## src/rtl/snn_timestep_sequencer_pkg.sv

```systemverilog
// snn_seq_pkg: shared state encoding, default widths and stage one-hot helper for the timestep sequencer
package snn_seq_pkg;
  localparam int TU_W_DEF = 16;
  localparam int STG_W_DEF = 2;
  typedef enum logic [1:0] {IDLE = 2'd0, ARMED = 2'd1, RUN = 2'd2} state_t;
  function automatic logic [31:0] idx_to_onehot(input logic [31:0] idx);
    return 32'd1 << idx;
  endfunction
endpackage

```

## src/rtl/snn_timestep_sequencer_if.sv

```systemverilog
// snn_timestep_sequencer_if: host/stage-engine bus of the timestep sequencer; master drives requests, slave is the sequencer
interface snn_timestep_sequencer_if
  import snn_seq_pkg::*;
#(
  parameter int NUM_STAGES = 2,
  parameter int TU_W = TU_W_DEF,
  parameter int STG_W = STG_W_DEF
);
  logic valid_ips;
  logic start_core_img;
  logic cont_mode;
  logic [TU_W-1:0] num_timesteps;
  logic abort;
  logic [NUM_STAGES-1:0] stage_done;
  logic [NUM_STAGES-1:0] stage_start;
  logic [STG_W-1:0] stage_idx;
  logic [TU_W-1:0] TU;
  logic TU_incre;
  logic done_core_img;
  logic busy;
  logic aborted;
  logic timeout;
  modport master (
    output valid_ips, start_core_img, cont_mode, num_timesteps, abort, stage_done,
    input stage_start, stage_idx, TU, TU_incre, done_core_img, busy, aborted, timeout
  );
  modport slave (
    input valid_ips, start_core_img, cont_mode, num_timesteps, abort, stage_done,
    output stage_start, stage_idx, TU, TU_incre, done_core_img, busy, aborted, timeout
  );
endinterface

```

## src/rtl/snn_stage_watchdog.sv

```systemverilog
// snn_stage_watchdog: per-stage cycle counter, reloaded on each stage start, expiring after TIMEOUT_CYCLES run cycles
module snn_stage_watchdog #(
  parameter int TIMEOUT_CYCLES = 1024
) (
  input logic clk,
  input logic rst,
  input logic clear,
  input logic run,
  output logic expire
);
  localparam int CW = $clog2(TIMEOUT_CYCLES + 1);
  logic [CW-1:0] cnt;
  always_ff @(posedge clk or negedge rst)
    if (!rst) cnt <= '0;
    else if (clear) cnt <= CW'(1);
    else if (run && cnt != CW'(TIMEOUT_CYCLES)) cnt <= cnt + CW'(1);
  assign expire = run && cnt == CW'(TIMEOUT_CYCLES);
endmodule

```

## src/rtl/snn_timestep_sequencer.sv

```systemverilog
// snn_timestep_sequencer: sequences NUM_STAGES stages per timestep over an image; SEQ_TIMEOUT_EN adds a per-stage watchdog
module snn_timestep_sequencer
  import snn_seq_pkg::*;
#(
  parameter int NUM_STAGES = 2,
  parameter int TU_W = TU_W_DEF,
  parameter int STG_W = STG_W_DEF,
  parameter int TIMEOUT_CYCLES = 1024
) (
  input logic clk,
  input logic rst,
  snn_timestep_sequencer_if.slave bus
);
  state_t st, st_n;
  logic [TU_W-1:0] lim, lim_n, tu_n;
  logic [STG_W-1:0] idx_n;
  logic [NUM_STAGES-1:0] cur, ss_n;
  logic busy_n, gate, gate_n, inc_n, done_n, ab_n, to_n, hit, last, to_exp;
  assign cur = NUM_STAGES'(idx_to_onehot(32'(bus.stage_idx)));
  assign hit = st == RUN && |(bus.stage_done & cur);
  assign last = bus.stage_idx == STG_W'(NUM_STAGES - 1);
`ifdef SEQ_TIMEOUT_EN
  snn_stage_watchdog #(.TIMEOUT_CYCLES(TIMEOUT_CYCLES)) u_wd (
    .clk(clk), .rst(rst), .clear(|ss_n), .run(st == RUN), .expire(to_exp)
  );
`else
  assign to_exp = 1'b0;
`endif
  // gate: in single-shot mode, later timesteps also need start_core_img alongside valid_ips
  always_comb begin
    st_n = st;
    lim_n = lim;
    tu_n = bus.TU;
    idx_n = bus.stage_idx;
    busy_n = bus.busy;
    gate_n = gate;
    ss_n = '0;
    inc_n = 1'b0;
    done_n = 1'b0;
    ab_n = 1'b0;
    to_n = 1'b0;
    if (st != IDLE && (bus.abort || (to_exp && !hit))) begin
      st_n = IDLE;
      tu_n = '0;
      idx_n = '0;
      busy_n = 1'b0;
      ab_n = 1'b1;
      to_n = to_exp && !hit;
    end else if (st == IDLE) begin
      if (bus.start_core_img) begin
        st_n = ARMED;
        busy_n = 1'b1;
        gate_n = 1'b0;
        idx_n = '0;
        lim_n = bus.num_timesteps == '0 ? TU_W'(1) : bus.num_timesteps;
      end
    end else if (st == ARMED) begin
      if (bus.valid_ips && (!gate || bus.start_core_img)) begin
        st_n = RUN;
        idx_n = '0;
        ss_n = NUM_STAGES'(1);
      end
    end else if (hit && !last) begin
      idx_n = bus.stage_idx + STG_W'(1);
      ss_n = NUM_STAGES'(idx_to_onehot(32'(idx_n)));
    end else if (hit) begin
      inc_n = 1'b1;
      idx_n = '0;
      done_n = bus.TU == lim - TU_W'(1);
      tu_n = done_n ? '0 : bus.TU + TU_W'(1);
      busy_n = !done_n;
      st_n = done_n ? IDLE : ARMED;
      gate_n = !bus.cont_mode;
    end
  end
  always_ff @(posedge clk or negedge rst)
    if (!rst) begin
      st <= IDLE;
      lim <= TU_W'(1);
      gate <= 1'b0;
      bus.TU <= '0;
      bus.stage_idx <= '0;
      bus.busy <= 1'b0;
      bus.stage_start <= '0;
      bus.TU_incre <= 1'b0;
      bus.done_core_img <= 1'b0;
      bus.aborted <= 1'b0;
      bus.timeout <= 1'b0;
    end else begin
      st <= st_n;
      lim <= lim_n;
      gate <= gate_n;
      bus.TU <= tu_n;
      bus.stage_idx <= idx_n;
      bus.busy <= busy_n;
      bus.stage_start <= ss_n;
      bus.TU_incre <= inc_n;
      bus.done_core_img <= done_n;
      bus.aborted <= ab_n;
      bus.timeout <= to_n;
    end
endmodule

```

## src/flat_wrapper.sv

```systemverilog
// flat-port wrapper written by rule: the top's interface ports become plain ports
module snn_timestep_sequencer_flat import snn_seq_pkg::*;
#(
  parameter int NUM_STAGES = 2,
  parameter int TU_W = TU_W_DEF,
  parameter int STG_W = STG_W_DEF,
  parameter int TIMEOUT_CYCLES = 1024
)
  (clk, rst, bus_valid_ips, bus_start_core_img, bus_cont_mode, bus_num_timesteps, bus_abort, bus_stage_done, bus_stage_start, bus_stage_idx, bus_TU, bus_TU_incre, bus_done_core_img, bus_busy, bus_aborted, bus_timeout);
  snn_timestep_sequencer_if #(.NUM_STAGES(NUM_STAGES), .TU_W(TU_W), .STG_W(STG_W)) bus_i ();
  input logic clk;
  input logic rst;
  input wire logic [$bits(bus_i.valid_ips)-1:0] bus_valid_ips;
  input wire logic [$bits(bus_i.start_core_img)-1:0] bus_start_core_img;
  input wire logic [$bits(bus_i.cont_mode)-1:0] bus_cont_mode;
  input wire logic [$bits(bus_i.num_timesteps)-1:0] bus_num_timesteps;
  input wire logic [$bits(bus_i.abort)-1:0] bus_abort;
  input wire logic [$bits(bus_i.stage_done)-1:0] bus_stage_done;
  output wire logic [$bits(bus_i.stage_start)-1:0] bus_stage_start;
  output wire logic [$bits(bus_i.stage_idx)-1:0] bus_stage_idx;
  output wire logic [$bits(bus_i.TU)-1:0] bus_TU;
  output wire logic [$bits(bus_i.TU_incre)-1:0] bus_TU_incre;
  output wire logic [$bits(bus_i.done_core_img)-1:0] bus_done_core_img;
  output wire logic [$bits(bus_i.busy)-1:0] bus_busy;
  output wire logic [$bits(bus_i.aborted)-1:0] bus_aborted;
  output wire logic [$bits(bus_i.timeout)-1:0] bus_timeout;
  assign bus_i.valid_ips = bus_valid_ips;
  assign bus_i.start_core_img = bus_start_core_img;
  assign bus_i.cont_mode = bus_cont_mode;
  assign bus_i.num_timesteps = bus_num_timesteps;
  assign bus_i.abort = bus_abort;
  assign bus_i.stage_done = bus_stage_done;
  assign bus_stage_start = bus_i.stage_start;
  assign bus_stage_idx = bus_i.stage_idx;
  assign bus_TU = bus_i.TU;
  assign bus_TU_incre = bus_i.TU_incre;
  assign bus_done_core_img = bus_i.done_core_img;
  assign bus_busy = bus_i.busy;
  assign bus_aborted = bus_i.aborted;
  assign bus_timeout = bus_i.timeout;
  snn_timestep_sequencer #(.NUM_STAGES(NUM_STAGES), .TU_W(TU_W), .STG_W(STG_W), .TIMEOUT_CYCLES(TIMEOUT_CYCLES)) u_core (.clk(clk), .rst(rst), .bus(bus_i));
endmodule
```

## config.mk

```make
export PLATFORM = sky130hd
export DESIGN_NAME = snn_timestep_sequencer_flat
export DESIGN_NICKNAME = d
export VERILOG_FILES = /design/src/rtl/snn_timestep_sequencer_pkg.sv /design/src/rtl/snn_timestep_sequencer_if.sv /design/src/rtl/snn_stage_watchdog.sv /design/src/rtl/snn_timestep_sequencer.sv /design/src/flat_wrapper.sv
export SDC_FILE = /design/constraint.sdc
export NUM_CORES = 1
export LEC_CHECK = 0
export ABC_AREA = 1
export CORE_MARGIN = 2
export CORE_UTILIZATION = 52
export DETAILED_ROUTE_END_ITERATION = 10
export GPL_ROUTABILITY_DRIVEN = 0
export MAX_ROUTING_LAYER = met4
export PLACE_DENSITY = 0.78
export SYNTH_ARGS = -nofsm -noshare
export SYNTH_HDL_FRONTEND = slang
export SYNTH_SLANG_ARGS = --single-unit
```

## constraint.sdc

```tcl
create_clock -name clk -period 2.3 [get_ports clk]
set_input_delay 0.69 -clock clk [delete_from_list [all_inputs] [get_ports clk]]
set_output_delay 0.69 -clock clk [all_outputs]
set_load 0.01 [all_outputs]
```

==> flow_summary_export.csv, run 1 <==
group,metric,value,unit
global_routing,overflow,0,
detailed_routing,wl_per_cell,13.3,um
detailed_routing,wl_met1,3190,um
critical_path,crit_family,"buffers and inverters",
clocking,clock-sinks,43,
logic_synthesis,synth.area.top_cells,"dfrtp_1 (35%), nand2_1 (15%), inv_1 (6.5%)",
floorplanning,die_x,79.8,um
layout,num-nets-final,498,
global_routing,grt_antenna_before_repair,0,
clocking,ctsResizeCount,0,
layout,area_growth,22.8,%
detailed_routing,final_antenna_net_count,0,
logic_synthesis,ys.flop_type,"dfrtp_1",
pwr,internal-power,1.96,mW
critical_path,crit_slowest_cell,"clkdlybuf4s50_1",
global_routing,grt_max_degree,24,
floorplanning,fp.coreArea,5540,um2
logic_synthesis,synth_edf_count,0,
logic_synthesis,synthMuxAreaShare,0.0226,
clocking,cts_max_path_buffers,2,
pwr,peakVddDrop,0.598,mV
layout,drive_above_1_share,0.102,
logic_synthesis,synthSimpleGateAreaFrac,0.387,
floorplanning,die_area,6370,um2
sta,tns,0,ns
logic_synthesis,synth_top_area_cell,"dfrtp_1",
logic_synthesis,synthDistinctLibCells,38,
logic_synthesis,syn_area,2990,um2
detailed_routing,wl_met2,3500,um
clocking,path_clk_slew,0.09,ns
logic_synthesis,ys_top_cells_by_count,"nand2_1 (123), inv_1 (52), dfrtp_1 (42)",
sta,min_period_over_period,0.917,
critical_path,slowest_delay,0.61,ns
detailed_routing,drtIter0Drc,178,
critical_path,critPathArrivalTime,1.42,ns
sta,worst_slew_pin_slew,0.513,ns
logic_synthesis,yosysTopAreaCellShare,0.351,
layout,multi_input_area,1650,um2
sta,fin_worst_skew,0.0119,ns
detailed_routing,vias,2847,
logic_synthesis,synth_top_family_by_area,"simple AND/OR/NAND/NOR gates",
floorplanning,ios,49,
pwr,power_frac_comb,0.520,
clocking,cts_buffers,5,
pwr,clkPwrFrac,0.129,
global_routing,grt_pass1_wl,12100,um
logic_synthesis,synth_fp_nets,442,
pwr,powerDensity,973,nW/um2
detailed_routing,drc,0,
placement,io_buffers,47,
job,cap_violations,0,
critical_path,cp_max_fo,8,
logic_synthesis,ys_seq_area_frac,0.360,
logic_synthesis,synth_cells,413,
critical_path,crit_required,1.61,ns
critical_path,path_cells,"clkdlybuf4s50_1",
sta,maxSlewHeadroom,0.658,
logic_synthesis,ys_async_sr_fraction,1.00,
detailed_routing,routed_via_density,5.25,
clocking,htreeDepth,2,
clocking,tritoncts,"built",
layout,nFillCells,510,
placement,dp_cells,534,
critical_path,cp.buffers_inverters,1,
clocking,ctsHoldBuffers,0,
logic_synthesis,synth_compound_area_frac,0.0297,
logic_synthesis,synth-xor-area-share,0.0904,
sta,setup_viol,0,
clocking,clk_latency,0.30,ns
logic_synthesis,synth_adder_area_share,0.0209,
placement,hpwl,5700,um
min_path,min_path_type,"primary input to async pin",
global_routing,grt_pass1_vias,2747,
logic_synthesis,synth_area_per_cell,7.24,um2
pwr,switching_share,0.450,
sta,grt_setup_unrepaired,"false",
detailed_routing,top_layer,"met4",
clocking,postCtsSetupRepairBufs,0,
sta,fin_crit,2.11,ns
pwr,p_switching,1.61,mW
clocking,clock-root-buffer,"clkbuf_8",
layout,register_area,1080,um2
outcome,status,"finished clean",
pwr,p_leak,1.87,nW
detailed_routing,first_pass_iters,4,
logic_synthesis,ys_seq_elements,43,
layout,fin_cells,542,
detailed_routing,routed_wl,7230,um
sta,finalMaxSlewViolations,0,
floorplanning,placementRows,27,
logic_synthesis,synth_most_common_cell,"nand2_1",
critical_path,crit_path_start_kind,"register",
floorplanning,start_util,0.540,
detailed_routing,route.met3.wl,383,um
sta,fmax,0.474,GHz
floorplanning,die_y,79.8,um
logic_synthesis,synth_warnings,0,
layout,n_antenna_cell,0,
global_routing,grtUsageTotal,0.250,
critical_path,critPathKind,"register to output pin",
pwr,pwr-share-seq,0.350,
critical_path,endpoint_kind,"output pin",
sta,hold_viol,0,
metrics by stage:
stage	util	cell area, um2	power [mW]	setup WS (ns)	hold slack, ns
2_1_floorplan	-	2990	2.51	0.357	0.394
3_3_place_gp	0.647	3590	3.03	0.00953	0.470
3_5_place_dp	0.647	3590	3.09	0.0101	0.474
4_1_cts	0.662	3670	3.57	0.169	0.366
5_1_grt	0.663	3670	3.90	0.00582	0.392
6_report	0.663	3670	3.57	0.191	0.348
cells in the final DEF, fill, tap and decap left out, types with 5 or more instances in the layout:
| cell | instances |
|---|---|
| nand4_1 | 25 |
| clkdlybuf4s50_1 | 46 |
| dfrtp_1 | 42 |
| mux2_2 | 6 |
| nor2_1 | 35 |
| buf_4 | 13 |
| xnor2_1 | 12 |
| ha_1 | 5 |
| nor2_2 | 5 |
| inv_1 | 52 |
| clkbuf_8 | 5 |
| xor2_1 | 17 |
| nor3_1 | 11 |
| nand3_1 | 25 |
| nand2_1 | 123 |
| nand2_2 | 5 |
kinds of logic (layout without fill, tap and decap cells):
group | Yosys count | count (layout)
DFF | 43 | 43
xor gates and xnor gates | 30 | 30
and+or+nand+nor | 248 | 248
buffers and inverters | 66 | 123
adders and majority gates | 5 | 5
other | 1 | 1
AOI/OAI and AO/OA | 14 | 14
muxes | 6 | 6
layer usage:
layer | track usage | up-vias
met4 | 0.108 | 0
met5 | - | -
met3 | 0.0509 | 16
met1 | 0.304 | 1327
li1 | - | 1428
met2 | 0.403 | 76
flip-flops by register name, summed over array words and instances, names as in the netlist:
| register | count |
|---|---|
| u_core.bus.TU | 16 |
| u_core.lim | 16 |
| u_core.bus.stage_idx | 2 |
| u_core.bus.stage_start | 2 |
| u_core.st | 2 |
| u_core.bus.TU_incre | 1 |
| u_core.bus.aborted | 1 |
| u_core.bus.busy | 1 |
| u_core.bus.done_core_img | 1 |
| u_core.gate | 1 |
path summary, 6_finish.rpt:
path                                  startpoint                      end  slack (ns)  cells after the start
worst max-delay path            u_core.bus.TU[2]                bus_TU[2]        0.19                      1
worst min-delay path                         rst  u_core.bus.stage_idx[0]        0.35                      1
worst max register to register     u_core.lim[0]        u_core.bus.TU[13]        0.21                     12
worst min register to register   u_core.bus.busy          u_core.bus.busy        0.49                      2
max in group asynchronous                    rst            u_core.lim[8]        1.38                      2
min in group clk                 u_core.bus.busy          u_core.bus.busy        0.49                      2
power groups by stage:
stage	registers, mW	logic, mW	clock network [mW]
5_1_grt	1.28	2.11	0.507
6_report	1.25	1.86	0.463
3_5_place_dp	1.26	1.84	0
3_3_place_gp	1.26	1.77	0
2_1_floorplan	1.20	1.31	0
4_1_cts	1.25	1.85	0.473
cell type report:
cell class | count | area share
clock buffer | 7 | 0.0208
clock inverter | 1 | 0.00136
inverter | 55 | 0.0562
multi-input combinational | 304 | 0.450
sequential | 43 | 0.293
tap | 72 | 0.0245
timing repair buffer | 60 | 0.153
worst reg2reg max path: cells and delay by family, from the launching register on:
kind,cells,cell delay [ns]
DFF,1,0.54
buffers and inverters,3,0.21
adders and majority gates,1,0.27
xor gates and xnor gates,1,0.24
and+or+nand+nor,7,0.71
(Power assumes the default switching activity.)
==> inputs of run 2 (changes only) <==
--- a/config.mk
+++ b/config.mk
@@ -9,9 +9,10 @@
 export CORE_MARGIN = 2
 export CORE_UTILIZATION = 52
 export DETAILED_ROUTE_END_ITERATION = 10
+export DONT_BUFFER_PORTS = 1
 export GPL_ROUTABILITY_DRIVEN = 0
 export MAX_ROUTING_LAYER = met4
-export PLACE_DENSITY = 0.78
+export PLACE_DENSITY = 0.67
 export SYNTH_ARGS = -nofsm -noshare
 export SYNTH_HDL_FRONTEND = slang
 export SYNTH_SLANG_ARGS = --single-unit
==> flow_summary_export.csv, run 2 (synthesis gave the netlist of run 1 again) <==
group,metric,value,unit
min_path,min_path_type,"primary input to async pin",
placement,dp_slack,0.250,ns
sta,fin_worst_skew,0.0141,ns
clocking,cts_max_path_buffers,2,
detailed_routing,drc,0,
critical_path,crit_path_start_kind,"register",
layout,layout_common_cells,"nand2_1 (123), inv_1 (52), dfrtp_1 (42), nor2_1 (35)",
job,cap_violations,0,
placement,dp_cells,479,
clocking,path_clk_slew,0.10,ns
critical_path,endpoint_kind,"register",
critical_path,r2r_cells,9,
floorplanning,placementRows,27,
clocking,clock-root-buffer,"clkbuf_8",
placement,io_buffers,0,
critical_path,cp.buffers_inverters,1,
detailed_routing,routed_via_density,5.33,
critical_path,crit_slowest_cell,"dfstp_2",
critical_path,crit_family,"simple AND/OR/NAND/NOR gates",
clocking,cts_buffers,5,
critical_path,slowest_delay,0.55,ns
detailed_routing,vias,2597,
sta,fmax,0.483,GHz
layout,final_common_cell,"nand2_1",
critical_path,cp_max_fo,16,
global_routing,grt_pass1_wl,11100,um
pwr,peakVddDrop,0.569,mV
clocking,tritoncts,"built",
critical_path,r2r-end,"u_core.bus.TU[4]",
pwr,p_total,3.57,mW
floorplanning,start_util,0.540,
sta,tns,0,ns
sta,setup_viol,0,
layout,finish.utilization,0.576,
global_routing,grt_pass1_vias,2356,
critical_path,critPathArrivalTime,2.26,ns
critical_path,crit_cells,9,
pwr,powerDensity,1120,nW/um2
global_routing,grtUsageTotal,0.231,
global_routing,overflow,0,
clocking,ctsResizeCount,0,
floorplanning,die_x,79.8,um
clocking,htreeDepth,2,
clocking,clock-sinks,43,
clocking,clk_latency,0.31,ns
sta,setup_slack,0.231,ns
floorplanning,ios,49,
sta,finalMaxSlewViolations,0,
critical_path,crit_required,2.49,ns
detailed_routing,final_antenna_net_count,0,
detailed_routing,first_pass_iters,5,
pwr,p_leak,1.67,nW
detailed_routing,drtIter0Drc,187,
placement,hpwl,5320,um
clocking,ctsHoldBuffers,0,
layout,top_regs,"u_core.bus.TU x16, u_core.lim x16",
sta,min_period_over_period,0.899,
sta,fin_crit,2.07,ns
sta,hold_viol,0,
detailed_routing,wl_per_cell,14.0,um
floorplanning,die_y,79.8,um
critical_path,r2r_start,"u_core.lim[0]",
clocking,postCtsSetupRepairBufs,0,
critical_path,rrSetupSlack,0.23,ns
critical_path,critPathKind,"register to register",
layout,num-nets-final,443,
critical_path,path_cells,"inv_1 > ha_1 > nand2_1 > nor3b_1 > nand4_1 > nor2_4 > nand2_4 > nand4_1 > nand2_1",
floorplanning,fp.coreArea,5540,um2
layout,drive_above_1_share,0.0964,
floorplanning,die_area,6370,um2
layout,nFillCells,525,
detailed_routing,routed_wl,6820,um
sta,grt_setup_unrepaired,"false",
outcome,status,"finished clean",
global_routing,grt_max_degree,44,
layout,fin_cells,487,
layout,area_growth,6.78,%
global_routing,grt_antenna_before_repair,0,
layout,n_antenna_cell,0,
run 2: changes by cell type in the layout (fill, tap and decap cells not counted), sizes merged:
| cell | previous run | this run |
|---|---|---|
| clkinv | 2 | 1 |
| clkbuf | 7 | 6 |
| bufinv | 0 | 2 |
| clkdlybuf4s50 | 46 | 0 |
| buf | 14 | 5 |
run 2: worst max-delay path by stage:
stage / from / endpoint / slack, ns
after global routing: u_core.lim[0] / u_core.bus.done_core_img / 0.009
final: u_core.lim[0] / u_core.bus.TU[4] / 0.23
after CTS: u_core.lim[0] / u_core.bus.TU[10] / 0.23
after detailed placement: u_core.lim[0] / u_core.bus.TU[4] / 0.25
after floorplan: u_core.lim[0] / u_core.bus.TU[0] / 0.36
after global placement: u_core.lim[0] / u_core.bus.busy / 0.28
run 2: cell type report:
type,instances,area (um2),area share
Timing Repair Buffer,5,37.5,0.0118
Inverter,55,206,0.0647
Sequential cell,43,1080,0.337
Clock buffer,6,72.6,0.0227
Multi-Input combinational cell,304,1650,0.516
Clock inverter,2,60.1,0.0188
Tap cell,72,90.1,0.0282
run 2: report_power, final:
part	internal [mW]	switching, mW	leakage (nW)
combinational	0.596	0.972	1.05
sequential	0.984	0.306	0.556
clock	0.434	0.280	0.0654
run 2: metrics by stage:
step | hold slack, ns | area [um2]
after floorplan | 0.394 | 2990
after global placement | 0.395 | 3060
after CTS | 0.0584 | 3190
after global routing | 0.0556 | 3190
after detailed placement | 0.395 | 3060
final | 0.0612 | 3190
run 2: routing by layer:
layer | routed length, um | global-route usage | vias to the layer above
met4 | 150 | 0.0881 | 0
met3 | 302 | 0.0396 | 13
met5 | 0 | - | -
met2 | 3150 | 0.361 | 69
li1 | - | - | 1309
met1 | 3210 | 0.300 | 1206
==> inputs of run 3 (changes only) <==
==> constraint.sdc (replaced) <==
create_clock -name clk -period 2.3 [get_ports clk]
set_input_delay 0.69 -clock clk [delete_from_list [all_inputs] [get_ports clk]]
set_output_delay 0.69 -clock clk [all_outputs]
set_load 0.1 [all_outputs]
==> flow_summary_export.csv, run 3 (synthesis gave the netlist of run 1 again) <==
group,metric,value,unit
sta,grt_setup_unrepaired,"false",
critical_path,crit_family,"simple AND/OR/NAND/NOR gates",
layout,drive_above_1_share,0.153,
critical_path,crit_top_cell,"nand2_1",
outcome,status,"finished clean",
layout,final_area,3330,um2
sta,fin_worst_skew,0.00633,ns
placement,post_dp_cell_area,3230,um2
pwr,powerDensity,1170,nW/um2
floorplanning,die_area,6370,um2
global_routing,grtUsageTotal,0.253,
clocking,ctsHoldBuffers,0,
detailed_routing,routed_wl,7100,um
critical_path,crit_path_start_kind,"register",
floorplanning,die_y,79.8,um
sta,tns,0,ns
floorplanning,fp.coreArea,5540,um2
sta,setup_slack,0.205,ns
clocking,path_clk_slew,0.09,ns
clocking,tritoncts,"built",
clocking,clk_latency,0.30,ns
critical_path,crit_required,2.49,ns
layout,n_antenna_cell,0,
pwr,peakVddDrop,0.867,mV
global_routing,grt_pass1_vias,2561,
critical_path,critPathKind,"register to register",
layout,final_common_cell,"nand2_1",
sta,fmax,0.477,GHz
job,cap_violations,0,
layout,layout_common_cells,"nand2_1 (123), inv_1 (52), dfrtp_1 (39), nor2_1 (35), buf_4 (27)",
global_routing,grt_max_degree,44,
clocking,clock-sinks,43,
layout,area_growth,11.5,%
floorplanning,die_x,79.8,um
critical_path,cp.buffers_inverters,2,
pwr,p_leak,1.77,nW
clocking,clock-root-buffer,"clkbuf_8",
sta,fin_crit,2.09,ns
detailed_routing,final_antenna_net_count,0,
floorplanning,placementRows,27,
clocking,cts_buffers,5,
global_routing,grt_pass1_wl,12000,um
min_path,min_path_type,"primary input to async pin",
layout,num-nets-final,465,
clocking,cts_max_path_buffers,2,
sta,finalMaxSlewViolations,0,
placement,dp_slack,0.213,ns
sta,hold_viol,0,
critical_path,slowest_delay,0.55,ns
detailed_routing,first_pass_iters,4,
critical_path,cp_max_fo,16,
placement,hpwl,5570,um
critical_path,rrSetupSlack,0.21,ns
global_routing,overflow,0,
floorplanning,ios,49,
critical_path,path_cells,"inv_1 > ha_1 > nand2_2 > nor2_2 > xor2_1 > nand2_1 > clkinv_1 > nand2_1 > nor2_4 > nand2_4 > nand4_1 > nand2_1",
detailed_routing,drc,0,
sta,setup_viol,0,
sta,timing.hold.ws,0.0705,ns
sta,min_period_over_period,0.911,
layout,top_regs,"u_core.bus.TU x16, u_core.lim x16",
critical_path,endpoint_kind,"register",
floorplanning,start_util,0.540,
critical_path,critPathArrivalTime,2.28,ns
detailed_routing,routed_via_density,5.29,
detailed_routing,vias,2693,
detailed_routing,drtIter0Drc,236,
detailed_routing,wl_per_cell,13.9,um
placement,io_buffers,0,
critical_path,crit_slowest_cell,"dfstp_2",
global_routing,grt_antenna_before_repair,0,
clocking,htreeDepth,2,
==> run 3: what timing repair did <==
action | CTS | global route
gates resized for setup | 0 | 1
setup buffers | 0 | 0
endpoints found under the setup margin | 0 | 1
==> run 3: final timing paths <==
check,startpoint,end,cells past startpoint
worst max-delay path,u_core.lim[0],u_core.bus.TU[7],12
worst min-delay path,rst,u_core.bus.TU[8],0
worst max register to register,u_core.lim[0],u_core.bus.TU[7],12
worst min register to register,u_core.gate,u_core.gate,2
max in group asynchronous,rst,u_core.lim[0],0
min in group clk,bus_cont_mode,u_core.gate,1
==> run 3: metal layers <==
metal / GRT usage / routed length, um / share of wire / vias up
met5: - / 0 / 0 / -
met4: 0.107 / 242 / 0.034 / 0
met3: 0.0441 / 335 / 0.047 / 16
met2: 0.394 / 3240 / 0.46 / 74
met1: 0.327 / 3280 / 0.46 / 1241
li1: - / - / - / 1362
==> run 3: where the power goes <==
| part | total [mW] | switching [mW] | internal [mW] |
|---|---|---|---|
| clock | 0.528 | 0.283 | 0.245 |
| combinational | 2.10 | 1.44 | 0.658 |
| sequential | 1.27 | 0.285 | 0.986 |
==> run 3: stage by stage <==
stage | cells | util | power [mW]
floorplan | 413 | - | 2.92
global placement | 501 | 0.583 | 3.33
detailed placement | 501 | 0.583 | 3.37
CTS | 509 | 0.601 | 3.90
global route | 509 | 0.602 | 4.22
finish | 509 | 0.602 | 3.90
==> run 3: layout make-up <==
cell class,count,area (um2)
Fill cell,521,2210
Sequential cell,43,1080
Clock inverter,2,16.3
Inverter,55,206
Multi-Input combinational cell,304,1650
Timing Repair Buffer,27,203
Tap cell,72,90.1
Clock buffer,6,82.6
